===== src/rtl/spi_txn_scheduler_if.sv =====
// Bundle of requester-side and engine-side signals of the SPI transaction scheduler.
// slave  : the scheduler's view (consumes i_*, drives o_*).
// master : the environment's view (requesters plus byte engine).
interface spi_txn_scheduler_if #(
    parameter int NUM_REQ = 4
);
    // requester side
    logic [NUM_REQ-1:0]    i_req;
    logic [10*NUM_REQ-1:0] i_req_cfg;
    logic [8*NUM_REQ-1:0]  i_req_len;
    logic [8*NUM_REQ-1:0]  i_tx_data;
    logic [NUM_REQ-1:0]    o_gnt;
    logic                  o_tx_pop;
    logic [7:0]            o_rx_data;
    logic                  o_rx_valid;
    logic [NUM_REQ-1:0]    o_done;
    logic [NUM_REQ-1:0]    o_error;
    logic [NUM_REQ-1:0]    o_cs_n;

    // byte engine side
    logic [10:0]           o_spi_config;
    logic [7:0]            o_spi_tx;
    logic                  o_spi_tx_valid;
    logic [7:0]            i_spi_rx;
    logic                  i_spi_rx_valid;
    logic                  i_spi_ready;

    modport slave (
        input  i_req, i_req_cfg, i_req_len, i_tx_data,
        input  i_spi_rx, i_spi_rx_valid, i_spi_ready,
        output o_gnt, o_tx_pop, o_rx_data, o_rx_valid, o_done, o_error, o_cs_n,
        output o_spi_config, o_spi_tx, o_spi_tx_valid
    );

    modport master (
        output i_req, i_req_cfg, i_req_len, i_tx_data,
        output i_spi_rx, i_spi_rx_valid, i_spi_ready,
        input  o_gnt, o_tx_pop, o_rx_data, o_rx_valid, o_done, o_error, o_cs_n,
        input  o_spi_config, o_spi_tx, o_spi_tx_valid
    );
endinterface


===== src/rtl/spi_txn_scheduler.sv =====
// Round-robin scheduler sharing one SPI byte engine among NUM_REQ requesters.
// Each transaction: arbitrate, (re)program engine config only if it differs from
// the cached one, assert CS with setup time, stream len bytes, hold CS, pulse done.
// Any engine wait step lasting TIMEOUT cycles aborts with an error pulse.
// CS_SETUP and CS_HOLD must be at least 1.
module spi_txn_scheduler #(
    parameter int NUM_REQ  = 4,
    parameter int CS_SETUP = 2,
    parameter int CS_HOLD  = 2,
    parameter int TIMEOUT  = 4096
) (
    input logic                i_clk,
    input logic                i_rst_n,
    spi_txn_scheduler_if.slave bus
);

    localparam int IW = $clog2(NUM_REQ);
    localparam int CW = $clog2(TIMEOUT + 1);

    typedef enum logic [3:0] {
        ST_IDLE,
        ST_ARB,
        ST_CFG_ISSUE,
        ST_CFG_BUSY,
        ST_CFG_READY,
        ST_CS_SETUP,
        ST_TX_ISSUE,
        ST_TX_BUSY,
        ST_TX_RX,
        ST_CS_HOLD,
        ST_FINISH
    } state_t;

    state_t             state_q;
    state_t             state_d;
    logic [CW-1:0]      cnt_q;
    logic [IW-1:0]      rr_ptr;
    logic [IW-1:0]      idx_q;
    logic [9:0]         cfg_q;
    logic [7:0]         rem_q;
    logic [9:0]         cache_q;
    logic               cache_vld;
    logic               err_q;
    logic [7:0]         rx_data_q;
    logic               rx_valid_q;

    logic [9:0]         cfg_arr [NUM_REQ];
    logic [7:0]         len_arr [NUM_REQ];
    logic [7:0]         tx_arr  [NUM_REQ];
    logic               win_found;
    logic [IW-1:0]      win_idx;
    logic [IW-1:0]      ptr_next;
    logic [NUM_REQ-1:0] sel;
    logic               wait_st;
    logic               tmo_hit;
    logic               abort;

    assign wait_st  = state_q inside {ST_CFG_ISSUE, ST_CFG_BUSY, ST_CFG_READY,
                                      ST_TX_ISSUE, ST_TX_BUSY, ST_TX_RX};
    assign tmo_hit  = (cnt_q == CW'(TIMEOUT - 1));
    assign abort    = wait_st && (state_d == ST_IDLE);
    assign sel      = NUM_REQ'(1) << idx_q;
    assign ptr_next = (win_idx == IW'(NUM_REQ - 1)) ? '0 : win_idx + 1'b1;

    assign bus.o_rx_data  = rx_data_q;
    assign bus.o_rx_valid = rx_valid_q;

    // Split the packed per-requester buses into indexable arrays.
    always_comb begin
        for (int unsigned r = 0; r < NUM_REQ; r++) begin
            cfg_arr[r] = bus.i_req_cfg[r*10 +: 10];
            len_arr[r] = bus.i_req_len[r*8 +: 8];
            tx_arr[r]  = bus.i_tx_data[r*8 +: 8];
        end
    end

    // Round-robin pick: first active request at or above the pointer, wrapping.
    always_comb begin
        win_found = 1'b0;
        win_idx   = '0;
        for (int unsigned k = 0; k < NUM_REQ; k++) begin
            if (!win_found && bus.i_req[IW'((32'(rr_ptr) + k) % NUM_REQ)]) begin
                win_found = 1'b1;
                win_idx   = IW'((32'(rr_ptr) + k) % NUM_REQ);
            end
        end
    end

    // State register.
    always_ff @(posedge i_clk) begin
        if (!i_rst_n) begin
            state_q <= ST_IDLE;
        end else begin
            state_q <= state_d;
        end
    end

    // Next-state logic; every engine wait falls back to IDLE on timeout.
    always_comb begin
        state_d = state_q;
        case (state_q)
            ST_IDLE:      if (|bus.i_req) state_d = ST_ARB;
            ST_ARB: begin
                if (!win_found)                                         state_d = ST_IDLE;
                else if (len_arr[win_idx] == 8'd0)                      state_d = ST_FINISH;
                else if (cache_vld && (cfg_arr[win_idx] == cache_q))    state_d = ST_CS_SETUP;
                else                                                    state_d = ST_CFG_ISSUE;
            end
            ST_CFG_ISSUE: if (bus.i_spi_ready)       state_d = ST_CFG_BUSY;
                          else if (tmo_hit)          state_d = ST_IDLE;
            ST_CFG_BUSY:  if (!bus.i_spi_ready)      state_d = ST_CFG_READY;
                          else if (tmo_hit)          state_d = ST_IDLE;
            ST_CFG_READY: if (bus.i_spi_ready)       state_d = ST_CS_SETUP;
                          else if (tmo_hit)          state_d = ST_IDLE;
            ST_CS_SETUP:  if (cnt_q == CW'(CS_SETUP - 1)) state_d = ST_TX_ISSUE;
            ST_TX_ISSUE:  if (bus.i_spi_ready)       state_d = ST_TX_BUSY;
                          else if (tmo_hit)          state_d = ST_IDLE;
            // rx_valid still reflects the previous byte until ready drops
            ST_TX_BUSY:   if (!bus.i_spi_ready)      state_d = ST_TX_RX;
                          else if (tmo_hit)          state_d = ST_IDLE;
            ST_TX_RX:     if (bus.i_spi_rx_valid)    state_d = (rem_q == 8'd1) ? ST_CS_HOLD : ST_TX_ISSUE;
                          else if (tmo_hit)          state_d = ST_IDLE;
            ST_CS_HOLD:   if (cnt_q == CW'(CS_HOLD - 1)) state_d = ST_FINISH;
            ST_FINISH:    state_d = ST_IDLE;
            default:      state_d = ST_IDLE;
        endcase
    end

    // Outputs decoded from the current state; engine strobes only while ready.
    always_comb begin
        bus.o_gnt          = '0;
        bus.o_cs_n         = '1;
        bus.o_spi_config   = '0;
        bus.o_spi_tx       = '0;
        bus.o_spi_tx_valid = 1'b0;
        bus.o_tx_pop       = 1'b0;
        bus.o_done         = '0;
        bus.o_error        = '0;
        case (state_q)
            ST_CFG_ISSUE: begin
                bus.o_gnt = sel;
                if (bus.i_spi_ready) bus.o_spi_config = {cfg_q, 1'b1};
            end
            ST_CFG_BUSY, ST_CFG_READY: bus.o_gnt = sel;
            ST_CS_SETUP, ST_TX_BUSY, ST_TX_RX, ST_CS_HOLD: begin
                bus.o_gnt  = sel;
                bus.o_cs_n = ~sel;
            end
            ST_TX_ISSUE: begin
                bus.o_gnt  = sel;
                bus.o_cs_n = ~sel;
                if (bus.i_spi_ready) begin
                    bus.o_spi_tx       = tx_arr[idx_q];
                    bus.o_spi_tx_valid = 1'b1;
                    bus.o_tx_pop       = 1'b1;
                end
            end
            ST_FINISH: bus.o_done = sel;
            default: ;
        endcase
        // error is flagged one cycle after the abort, when CS is already released
        if (err_q) bus.o_error = sel;
    end

    // Dwell counter shared by CS timing and timeout; cleared on each state change.
    always_ff @(posedge i_clk) begin
        if (!i_rst_n) begin
            cnt_q <= '0;
        end else if ((state_d != state_q) || (state_q == ST_IDLE)) begin
            cnt_q <= '0;
        end else begin
            cnt_q <= cnt_q + 1'b1;
        end
    end

    // Transaction context, config cache, rx capture and error flag.
    always_ff @(posedge i_clk) begin
        if (!i_rst_n) begin
            rr_ptr     <= '0;
            idx_q      <= '0;
            cfg_q      <= '0;
            rem_q      <= '0;
            cache_q    <= '0;
            cache_vld  <= 1'b0;
            err_q      <= 1'b0;
            rx_data_q  <= '0;
            rx_valid_q <= 1'b0;
        end else begin
            rx_valid_q <= 1'b0;
            err_q      <= abort;
            if (state_q == ST_ARB && win_found) begin
                idx_q  <= win_idx;
                cfg_q  <= cfg_arr[win_idx];
                rem_q  <= len_arr[win_idx];
                rr_ptr <= ptr_next;
            end
            if (state_q == ST_CFG_READY && bus.i_spi_ready) begin
                cache_q   <= cfg_q;
                cache_vld <= 1'b1;
            end
            if (state_q == ST_TX_RX && bus.i_spi_rx_valid) begin
                rx_data_q  <= bus.i_spi_rx;
                rx_valid_q <= 1'b1;
                rem_q      <= rem_q - 1'b1;
            end
            if (abort) cache_vld <= 1'b0;
        end
    end

endmodule

===== src/flat_wrapper.sv =====
// flat-port wrapper written by rule: the top's interface ports become plain ports
module spi_txn_scheduler_flat 
#(
    parameter int NUM_REQ  = 4,
    parameter int CS_SETUP = 2,
    parameter int CS_HOLD  = 2,
    parameter int TIMEOUT  = 4096
)
  (i_clk, i_rst_n, bus_i_req, bus_i_req_cfg, bus_i_req_len, bus_i_tx_data, bus_i_spi_rx, bus_i_spi_rx_valid, bus_i_spi_ready, bus_o_gnt, bus_o_tx_pop, bus_o_rx_data, bus_o_rx_valid, bus_o_done, bus_o_error, bus_o_cs_n, bus_o_spi_config, bus_o_spi_tx, bus_o_spi_tx_valid);
  spi_txn_scheduler_if #(.NUM_REQ(NUM_REQ)) bus_i ();
  input logic i_clk;
  input logic i_rst_n;
  input wire logic [$bits(bus_i.i_req)-1:0] bus_i_req;
  input wire logic [$bits(bus_i.i_req_cfg)-1:0] bus_i_req_cfg;
  input wire logic [$bits(bus_i.i_req_len)-1:0] bus_i_req_len;
  input wire logic [$bits(bus_i.i_tx_data)-1:0] bus_i_tx_data;
  input wire logic [$bits(bus_i.i_spi_rx)-1:0] bus_i_spi_rx;
  input wire logic [$bits(bus_i.i_spi_rx_valid)-1:0] bus_i_spi_rx_valid;
  input wire logic [$bits(bus_i.i_spi_ready)-1:0] bus_i_spi_ready;
  output wire logic [$bits(bus_i.o_gnt)-1:0] bus_o_gnt;
  output wire logic [$bits(bus_i.o_tx_pop)-1:0] bus_o_tx_pop;
  output wire logic [$bits(bus_i.o_rx_data)-1:0] bus_o_rx_data;
  output wire logic [$bits(bus_i.o_rx_valid)-1:0] bus_o_rx_valid;
  output wire logic [$bits(bus_i.o_done)-1:0] bus_o_done;
  output wire logic [$bits(bus_i.o_error)-1:0] bus_o_error;
  output wire logic [$bits(bus_i.o_cs_n)-1:0] bus_o_cs_n;
  output wire logic [$bits(bus_i.o_spi_config)-1:0] bus_o_spi_config;
  output wire logic [$bits(bus_i.o_spi_tx)-1:0] bus_o_spi_tx;
  output wire logic [$bits(bus_i.o_spi_tx_valid)-1:0] bus_o_spi_tx_valid;
  assign bus_i.i_req = bus_i_req;
  assign bus_i.i_req_cfg = bus_i_req_cfg;
  assign bus_i.i_req_len = bus_i_req_len;
  assign bus_i.i_tx_data = bus_i_tx_data;
  assign bus_i.i_spi_rx = bus_i_spi_rx;
  assign bus_i.i_spi_rx_valid = bus_i_spi_rx_valid;
  assign bus_i.i_spi_ready = bus_i_spi_ready;
  assign bus_o_gnt = bus_i.o_gnt;
  assign bus_o_tx_pop = bus_i.o_tx_pop;
  assign bus_o_rx_data = bus_i.o_rx_data;
  assign bus_o_rx_valid = bus_i.o_rx_valid;
  assign bus_o_done = bus_i.o_done;
  assign bus_o_error = bus_i.o_error;
  assign bus_o_cs_n = bus_i.o_cs_n;
  assign bus_o_spi_config = bus_i.o_spi_config;
  assign bus_o_spi_tx = bus_i.o_spi_tx;
  assign bus_o_spi_tx_valid = bus_i.o_spi_tx_valid;
  spi_txn_scheduler #(.NUM_REQ(NUM_REQ), .CS_SETUP(CS_SETUP), .CS_HOLD(CS_HOLD), .TIMEOUT(TIMEOUT)) u_core (.i_clk(i_clk), .i_rst_n(i_rst_n), .bus(bus_i));
endmodule

===== config.mk =====
export PLATFORM = sky130hd
export DESIGN_NAME = spi_txn_scheduler_flat
export DESIGN_NICKNAME = d
export VERILOG_FILES = /design/src/rtl/spi_txn_scheduler_if.sv /design/src/rtl/spi_txn_scheduler.sv /design/src/flat_wrapper.sv
export SDC_FILE = /design/constraint.sdc
export NUM_CORES = 1
export LEC_CHECK = 0
export ABC_CLOCK_PERIOD_IN_PS = 4500
export CAP_MARGIN = 20
export CELL_PAD_IN_SITES_DETAIL_PLACEMENT = 0
export CELL_PAD_IN_SITES_GLOBAL_PLACEMENT = 2
export CORE_UTILIZATION = 24
export CTS_BUF_LIST = sky130_fd_sc_hd__clkbuf_16
export DETAILED_ROUTE_END_ITERATION = 8
export PLACE_DENSITY_LB_ADDON = 0.1
export SLEW_MARGIN = 20
export SYNTH_ARGS = -nofsm -noshare
export SYNTH_HDL_FRONTEND = slang
export SYNTH_SLANG_ARGS = --single-unit

===== constraint.sdc =====
create_clock -name i_clk -period 4.5 [get_ports i_clk]
set_clock_uncertainty 0.1 [all_clocks]
set_input_delay 0.9 -clock i_clk [delete_from_list [all_inputs] [get_ports i_clk]]
set_output_delay 0.9 -clock i_clk [all_outputs]
set_load 0.01 [all_outputs]

# Word-level counts from Yosys, hierarchy flattened
# Cells that the tools add are included.
# Widths: inputs -> output; s select.
# word_totals
memories	0
out_inout_bits	46
romBits	0
in_bits	120
wordCells	120
latchBits	0
regBits	60
ram_bits	0
# op_classes
n_reduce_logical	22
div	0
n_mux	54
mul	0
addsub	6
n_lt_le_gt_ge	6
n_bitwise	4
n_eq_ne	16
n_shift	1
# ops
op	count
$mux 4	17
$mux 8	8
$pmux 4 s10	1
$bmux 8 s2	2
$mux 11	2
$bmux 10 s2	1
$mux 10	2
$eq 4x3->1 const B	4
$add 13x1->13 const B	1
$eq 13x1->1 const B	1
$eq 13x12->1 const B	1
$eq 4x4->1 const B	3
$lt 2x3->1 const B	4
$mux 1	11
$eq 10x10->1	1
$mux 2	5
$bmux 1 s2	4
$eq 4x2->1 const B	2
$eq 8x1->1 const B	1
$logic_and 1x1->1	8
$logic_not 4->1	2
$logic_not 8->1	1
$reduce_or 8->1	1
$sub 8x1->8 const B	1
18 further kinds	25

# Longest topological paths before layout
# Gate-level depths: netlist (run 1).
# logic_depth
depth_word	25
ltp_mapped	13
depth_no_buf	11

# Least setup slack after synthesis (run 1)
# No wires, ideal clock.
# synth_path
kind	in2reg
startpoint	input bus_i_req[0]
endpoint	register u_core.cnt_q[10]
stages	12
path_buffers	2
path_slack_ns	0.844
arrival_ns	3.431
required_time_ns	4.274
setup_ns	0.126
cell_sequence	nor2b_1 -> or4_1 -> buf_6 -> nand2_8 -> a21oi_1 -> a22o_1 -> xnor2_1 -> a2111o_1 -> or4_4 -> nand3_2 -> buf_6 -> nor4_2
# synth_via
elab_chain_cells	25
elab_cells_between_ends	41
cone_classes	eq/ne (2); mux (27); bitwise (1); reduce/logical (11)
# synth_lines
item	line	source
start: declaration	flat_wrapper.sv:13	input wire logic [$bits(bus_i.i_req)-1:0] bus_i_req;
$bmux 1 s2	spi_txn_scheduler.sv:82	if (!win_found && bus.i_req[IW'((32'(rr_ptr) + k) % NUM_REQ)]) begin
$mux 1 (implied by the code)	spi_txn_scheduler.sv:82	
$mux 1	spi_txn_scheduler.sv:82	
$logic_not 1->1	spi_txn_scheduler.sv:82	
$logic_and 1x1->1	spi_txn_scheduler.sv:82	
$mux 1	spi_txn_scheduler.sv:82	
$logic_not 1->1	spi_txn_scheduler.sv:82	
$logic_and 1x1->1	spi_txn_scheduler.sv:82	
[... 9 more ...]	--	
$logic_and 1x1->1	spi_txn_scheduler.sv:106	else if (cache_vld && (cfg_arr[win_idx] == cache_q)) state_d = ST_CS_SETUP;
$mux 3	spi_txn_scheduler.sv:106	
$mux 4	spi_txn_scheduler.sv:105	else if (len_arr[win_idx] == 8'd0) state_d = ST_FINISH;
$mux 4	spi_txn_scheduler.sv:104	if (!win_found) state_d = ST_IDLE;
$pmux 4 s10 (*)	spi_txn_scheduler.sv:101	case (state_q)
$ne 4x4->1 (*)	spi_txn_scheduler.sv:169	end else if ((state_d != state_q) || (state_q == ST_IDLE)) begin
$logic_or 1x1->1 (*)	spi_txn_scheduler.sv:169	
$reduce_or 2->1 (no source line) (*)	--	
end signal: assignment	spi_txn_scheduler.sv:172	cnt_q <= cnt_q + 1'b1;
end: declaration	spi_txn_scheduler.sv:36	logic [CW-1:0] cnt_q;
# Mark *: on every way between the ends. The rest lies on a longest branch, timed or not. The select of a mux whose other input is x is not followed.
# A chain may end at the register's enable or synchronous reset.

# Final worst setup path (run 1)
# layout_path
startpoint	input bus_i_req[1]
endpoint	register u_core.cnt_q[3]
# The elaborated chain is that of the path after synthesis.

==> results.cfg, run 1 <==
[sta]
slew_headroom_pct = 47.3
drv_slew = 0
worst_pin_slew_ns = 0.788
fmax_mhz = 238
hold_ws_ns = 0.355
grt_setup_unrepaired = false
setup_slack_ns = 0.305
min_period_over_period_pct = 93.2
fin_crit_ns = 4.20
setup_viol = 0
hold_viol = 0
tns_ns = 0

[logic_synthesis]
syn_nets = 646
syn_inst = 522
netlist_top_cells_area = dfxtp_1 (29%), nand2_1 (5.5%), nor2_1 (5.2%), a21oi_1 (4.9%), and3_1 (4.9%)
yosys_register_bits = 60
async_reset_ff_share_pct = 0
yosysTopAreaCell = dfxtp_1
yosysTopAreaCellShare_pct = 29.3
ys_types = 62
synth_common_cells = dfxtp_1 (60), nand2_1 (60), nor2_1 (57)
synth_area_per_cell_sq_um = 7.86
synth_area_sq_um = 4100
yosysSeqAreaShare_pct = 29.3
ys.flop_type = dfxtp_1
synth-edff-count = 0
synth_warnings = 0

[die]
rows = 47
start_util_pct = 24.6
die_y_um = 133
num_io_pins = 166
die_area_sq_um = 17600
core_sq_um = 16600
die_x_um = 133

[layout]
nFillCells = 1703
final_cells = 912
drive_gt1_share_pct = 10.8
antennaDiodeCount = 0
final_nets = 811
syn_to_final_growth_pct = 56.4

[clocking]
clock-sinks = 60
post-cts-setup-buffers = 0
numCtsBuffers = 9
clk_latency_ns = 0.33
cts-htree-levels = 3
clkTransAtPathRegs_ns = 0.06
cts_tree = done
hold_buffers = 0
post_cts_resized = 0
clock-root-buffer = clkbuf_16
clk_path_buf_depth = 2

[route]
drt_pass1_iterations = 4
vias = 4373
antenna_left = 0
drcViolationCount = 0
wl_um = 13700
wl_per_cell_um = 15.0
drt_iter0_markers = 145
avgViaCountPerCell = 4.79

[min_path]
hold_path_depth = 2
hp-class = flop to flop

[critical_path]
worst_setup_path_start_kind = input port
crit_buf_inv = 3
setup.worst_path.class = input port to flop
cp.depth = 13
crit_family = simple AND/OR/NAND/NOR gates
cp.required_ns = 4.58
cp_slowest_cell = or4_4
crit_path_end_kind = flop
worst-path-max-fanout = 26
critical_path.cell_chain = clkdlybuf4s50_1 -> and2b_1 -> or4_1 -> buf_4 -> nand2_8 -> a21oi_1 -> a22o_1 -> xnor2_1 -> a2111o_1 -> or4_4 -> nand3_2 -> buf_12 -> nor4_1
r2r_cells = 12
critPathArrivalTime_ns = 4.28
slowest_delay_ns = 0.55

[flow_run]
drv_cap = 0

[global_routing]
grtUsageTotal_pct = 15.9
grt_start_max_net_pins = 33
overflow = 0
grt_pass1_vias = 4323
antenna_found_initial = 0
grt_pass1_wl_um = 22100

[power_and_ir_drop]
power.leakage_nw = 2.39
power_density_nw_per_um2 = 304
power_mw = 1.95
vdd_drop_max_uv = 167

[run_status]
status = finished clean

[placement]
placed_cells = 896
routabilityCongestion = 0.781
numPortBuffers = 165
dp_hpwl_um = 10900
place_ws_ns = -0.128
==> sequential cells by signal, indices dropped and copies added, names as in the netlist, 2 cells and up <==
signal and cells:
u_core.cnt_q 13, u_core.bus.o_rx_data 8, u_core.rem_q 8, u_core.cfg_q 10, u_core.idx_q 2, u_core.state_q 4
u_core.cache_q 10, u_core.rr_ptr 2
==> report_power, final <==
group,switching (mW),internal [mW],total [mW],leakage (nW)
Combinational,0.306,0.316,0.621,1.75
Clock,0.246,0.482,0.728,0.153
Sequential,0.0404,0.563,0.603,0.486
Total,0.592,1.36,1.95,2.39
==> worst reg2reg max path, cell delays in order (launching register included) <==
cell and delay (ns):
dfxtp_1 0.39, nor2b_1 0.09, or4_1 0.47, buf_4 0.23, nand2_8 0.16, a21oi_1 0.10
a22o_1 0.29, xnor2_1 0.15, a2111o_1 0.44, or4_4 0.55, nand3_2 0.11, buf_12 0.15
nor4_1 0.06
==> metal layers <==
metal / global-route usage (%) / wire (um)
met4: 5.24 / 210
met1: 21.0 / 6610
met2: 25.1 / 5910
met3: 3.98 / 948
met5: 0 / 0
==> path summary, 6_finish.rpt <==
kind                                          endpoint  slack [ns]                            startpoint
setup / recovery            u_core.cnt_q[3]$_SDFF_PP0_        0.30                          bus_i_req[1]
hold / removal    u_core.bus.o_rx_data[4]$_SDFFE_PN0P_        0.36  u_core.bus.o_rx_data[4]$_SDFFE_PN0P_
setup reg to reg            u_core.cnt_q[3]$_SDFF_PP0_        1.04         u_core.rr_ptr[0]$_SDFFE_PN0P_
hold reg to reg   u_core.bus.o_rx_data[4]$_SDFFE_PN0P_        0.36  u_core.bus.o_rx_data[4]$_SDFFE_PN0P_
==> cells by family after synthesis <==
group           after synthesis  share of synthesized area, %
compound gates              109                          17.8
fa+ha+maj                     5                          1.46
mux                          20                          7.32
buf+inv                      48                          5.58
xor+xnor                     20                          4.27
simple gates                260                          34.3
flops                        60                          29.3
==> cell type report <==
cell class	instances	area (sq um)	area share, %
Sequential cell	60	1200	18.7
Tap cell	220	275	4.29
Timing Repair Buffer	192	1890	29.5
Clock inverter	7	92.6	1.44
Inverter	10	37.5	0.585
Clock buffer	9	225	3.51
Multi-Input combinational cell	414	2690	41.9
==> through the flow <==
step           cell area [sq um]  utilization, %
4_1_cts                     6410            38.5
5_1_grt                     6410            38.5
3_5_place_dp                6090            36.6
3_3_place_gp                6080            36.5
6_report                    6410            38.5
2_1_floorplan               4100               -
==> layout by cell type (no fill, tap or decap), types with 10 or more instances in the layout <==
cell type	instances
clkdlybuf4s50_1	165
nand2_1	60
dfxtp_1	60
nor2_1	57
a21oi_1	40
and3_1	32
buf_4	24
nand3_1	19
nor3_1	14
nor2b_1	13
and2_1	12
mux2i_1	12
a211o_1	12
nor4_2	11
inv_1	10
o21ai_0	10
xor2_1	10
a211oi_1	10
xnor2_1	10
Power figures use the tool's default switching activity.
==> run 2, diff against run 1 <==
MAX_ROUTING_LAYER = met4   (was default)
==> run 2 against run 1 <==
  * Die area unchanged
  * First-iteration DRC count rose by 22%
  * Sequential share of layout area stayed put
  * Routed wire length up 0.20%
  * Fmax hardly changed
  * Sequential power about the same
==> results.cfg, run 2 (synthesis results as in run 1) <==
[run_status]
status = finished clean

[layout]
largest_register_ffs = 13
ff_latch_area_sq_um = 1200
final_nets = 811
most-common-layout-cells = clkdlybuf4s50_1 (165), nand2_1 (60), dfxtp_1 (60)
antennaDiodeCount = 0
multi_input_area_sq_um = 2690
mostFrequentLayoutCell = clkdlybuf4s50_1
syn_to_final_growth_pct = 56.4
reg.largest.list = u_core.cnt_q: 13 flops, u_core.cache_q: 10 flops, u_core.cfg_q: 10 flops
largest-register = u_core.cnt_q
fin_util_pct = 38.5
nFillCells = 1703
drive_gt1_share_pct = 10.8

[power_and_ir_drop]
vdd_drop_max_uv = 168
power.leakage_nw = 2.39
power_density_nw_per_um2 = 304
power_mw = 1.95

[critical_path]
worst-path-max-fanout = 26
cp.required_ns = 4.58
setup.worst_path.class = input port to flop
critPathArrivalTime_ns = 4.27
worst_setup_path_start_kind = input port
crit_path_end_kind = flop

[clocking]
clock-sinks = 60
clkTransAtPathRegs_ns = 0.06
clk_path_buf_depth = 2
post-cts-setup-buffers = 0
cts-htree-levels = 3
cts_tree = done
clock-root-buffer = clkbuf_16
clk_latency_ns = 0.33
numCtsBuffers = 9

[die]
die_y_um = 133
die_area_sq_um = 17600
die_x_um = 133
rows = 47
start_util_pct = 24.6
num_io_pins = 166
core_sq_um = 16600

[route]
antenna_left = 0
drt_iter0_markers = 177
wl_um = 13700
drcViolationCount = 0
avgViaCountPerCell = 4.80
vias = 4374
wl_per_cell_um = 15.0
drt_pass1_iterations = 4

[placement]
routabilityCongestion = 0.792
dp_hpwl_um = 10900
numPortBuffers = 165

[sta]
fin_crit_ns = 4.19
grt_setup_unrepaired = false
worst_pin_slew_ns = 0.791
drv_slew = 0
setup_viol = 0
fmax_mhz = 239
slew_headroom_pct = 47.1
hold_viol = 0
min_period_over_period_pct = 93.2

[global_routing]
grt_pass1_wl_um = 22100
antenna_found_initial = 0
grt_pass1_vias = 4313
grt_start_max_net_pins = 33
overflow = 0
grtUsageTotal_pct = 16.4

[min_path]
hp-class = flop to flop

[flow_run]
drv_cap = 0
[run 2: cell counts in the layout (fill, tap and decap cells not counted)]
Identical to the previous run, type by type.
[run 2: final cells by class]
cell class	count	area share, %
timing repair buffer	192	29.5
clock buffer	9	3.51
clock inverter	7	1.44
multi-input combinational	414	41.9
tap	220	4.29
sequential	60	18.7
inverter	10	0.585
[run 2: worst max-delay path, stage by stage]
cell and delay (ns):
clkdlybuf4s50_1 0.52, and2b_1 0.20, or4_1 0.40, buf_4 0.23, nand2_8 0.15, a21oi_1 0.09, a22o_1 0.29, xnor2_1 0.15
a2111o_1 0.44, or4_4 0.55, nand3_2 0.11, buf_12 0.15, nor4_1 0.06
[run 2: per-stage QoR]
step / setup WS [ns] / hold WS, ns / TNS [ns] / cell area, sq um / instances
2_1_floorplan: 0.844 / 0.344 / 0 / 4100 / 522
3_3_place_gp: -0.208 / 0.341 / -2.31 / 6080 / 896
3_5_place_dp: -0.128 / 0.346 / -1.07 / 6090 / 896
4_1_cts: 0.195 / 0.354 / 0 / 6410 / 912
5_1_grt: 0.0960 / 0.383 / 0 / 6410 / 912
6_report: 0.308 / 0.355 / 0 / 6410 / 912
[run 2: path summary, 6_finish.rpt]
| path | from | to | slack, ns | cells past startpoint |
|---|---|---|---|---|
| min reg2reg | u_core.bus.o_rx_data[4]$_SDFFE_PN0P_ | u_core.bus.o_rx_data[4]$_SDFFE_PN0P_ | 0.36 | 2 |
| min | u_core.bus.o_rx_data[4]$_SDFFE_PN0P_ | u_core.bus.o_rx_data[4]$_SDFFE_PN0P_ | 0.36 | 2 |
| max reg2reg | u_core.rr_ptr[0]$_SDFFE_PN0P_ | u_core.cnt_q[3]$_SDFF_PP0_ | 1.04 | 12 |
| max | bus_i_req[1] | u_core.cnt_q[3]$_SDFF_PP0_ | 0.31 | 13 |
[run 2: report_power, final]
part / internal, mW / switching [mW]
clock network: 0.482 / 0.247
registers: 0.563 / 0.0405
logic: 0.316 / 0.305
total: 1.36 / 0.593
[run 2: timing repair]
item                                    in CTS  in global routing
gates resized for setup                      0                  1
endpoints found under the setup margin       0                  2
hold buffers                                 0                  0
[run 2: per-layer routing]
metal  up-vias  GRT usage, %  share of wire [%]
met1      1987          21.4                 49
met5         -             -                  0
met2       169          25.1                 44
li1       2205             -                  -
met3        13          2.68                5.8
met4         0          6.39                1.7
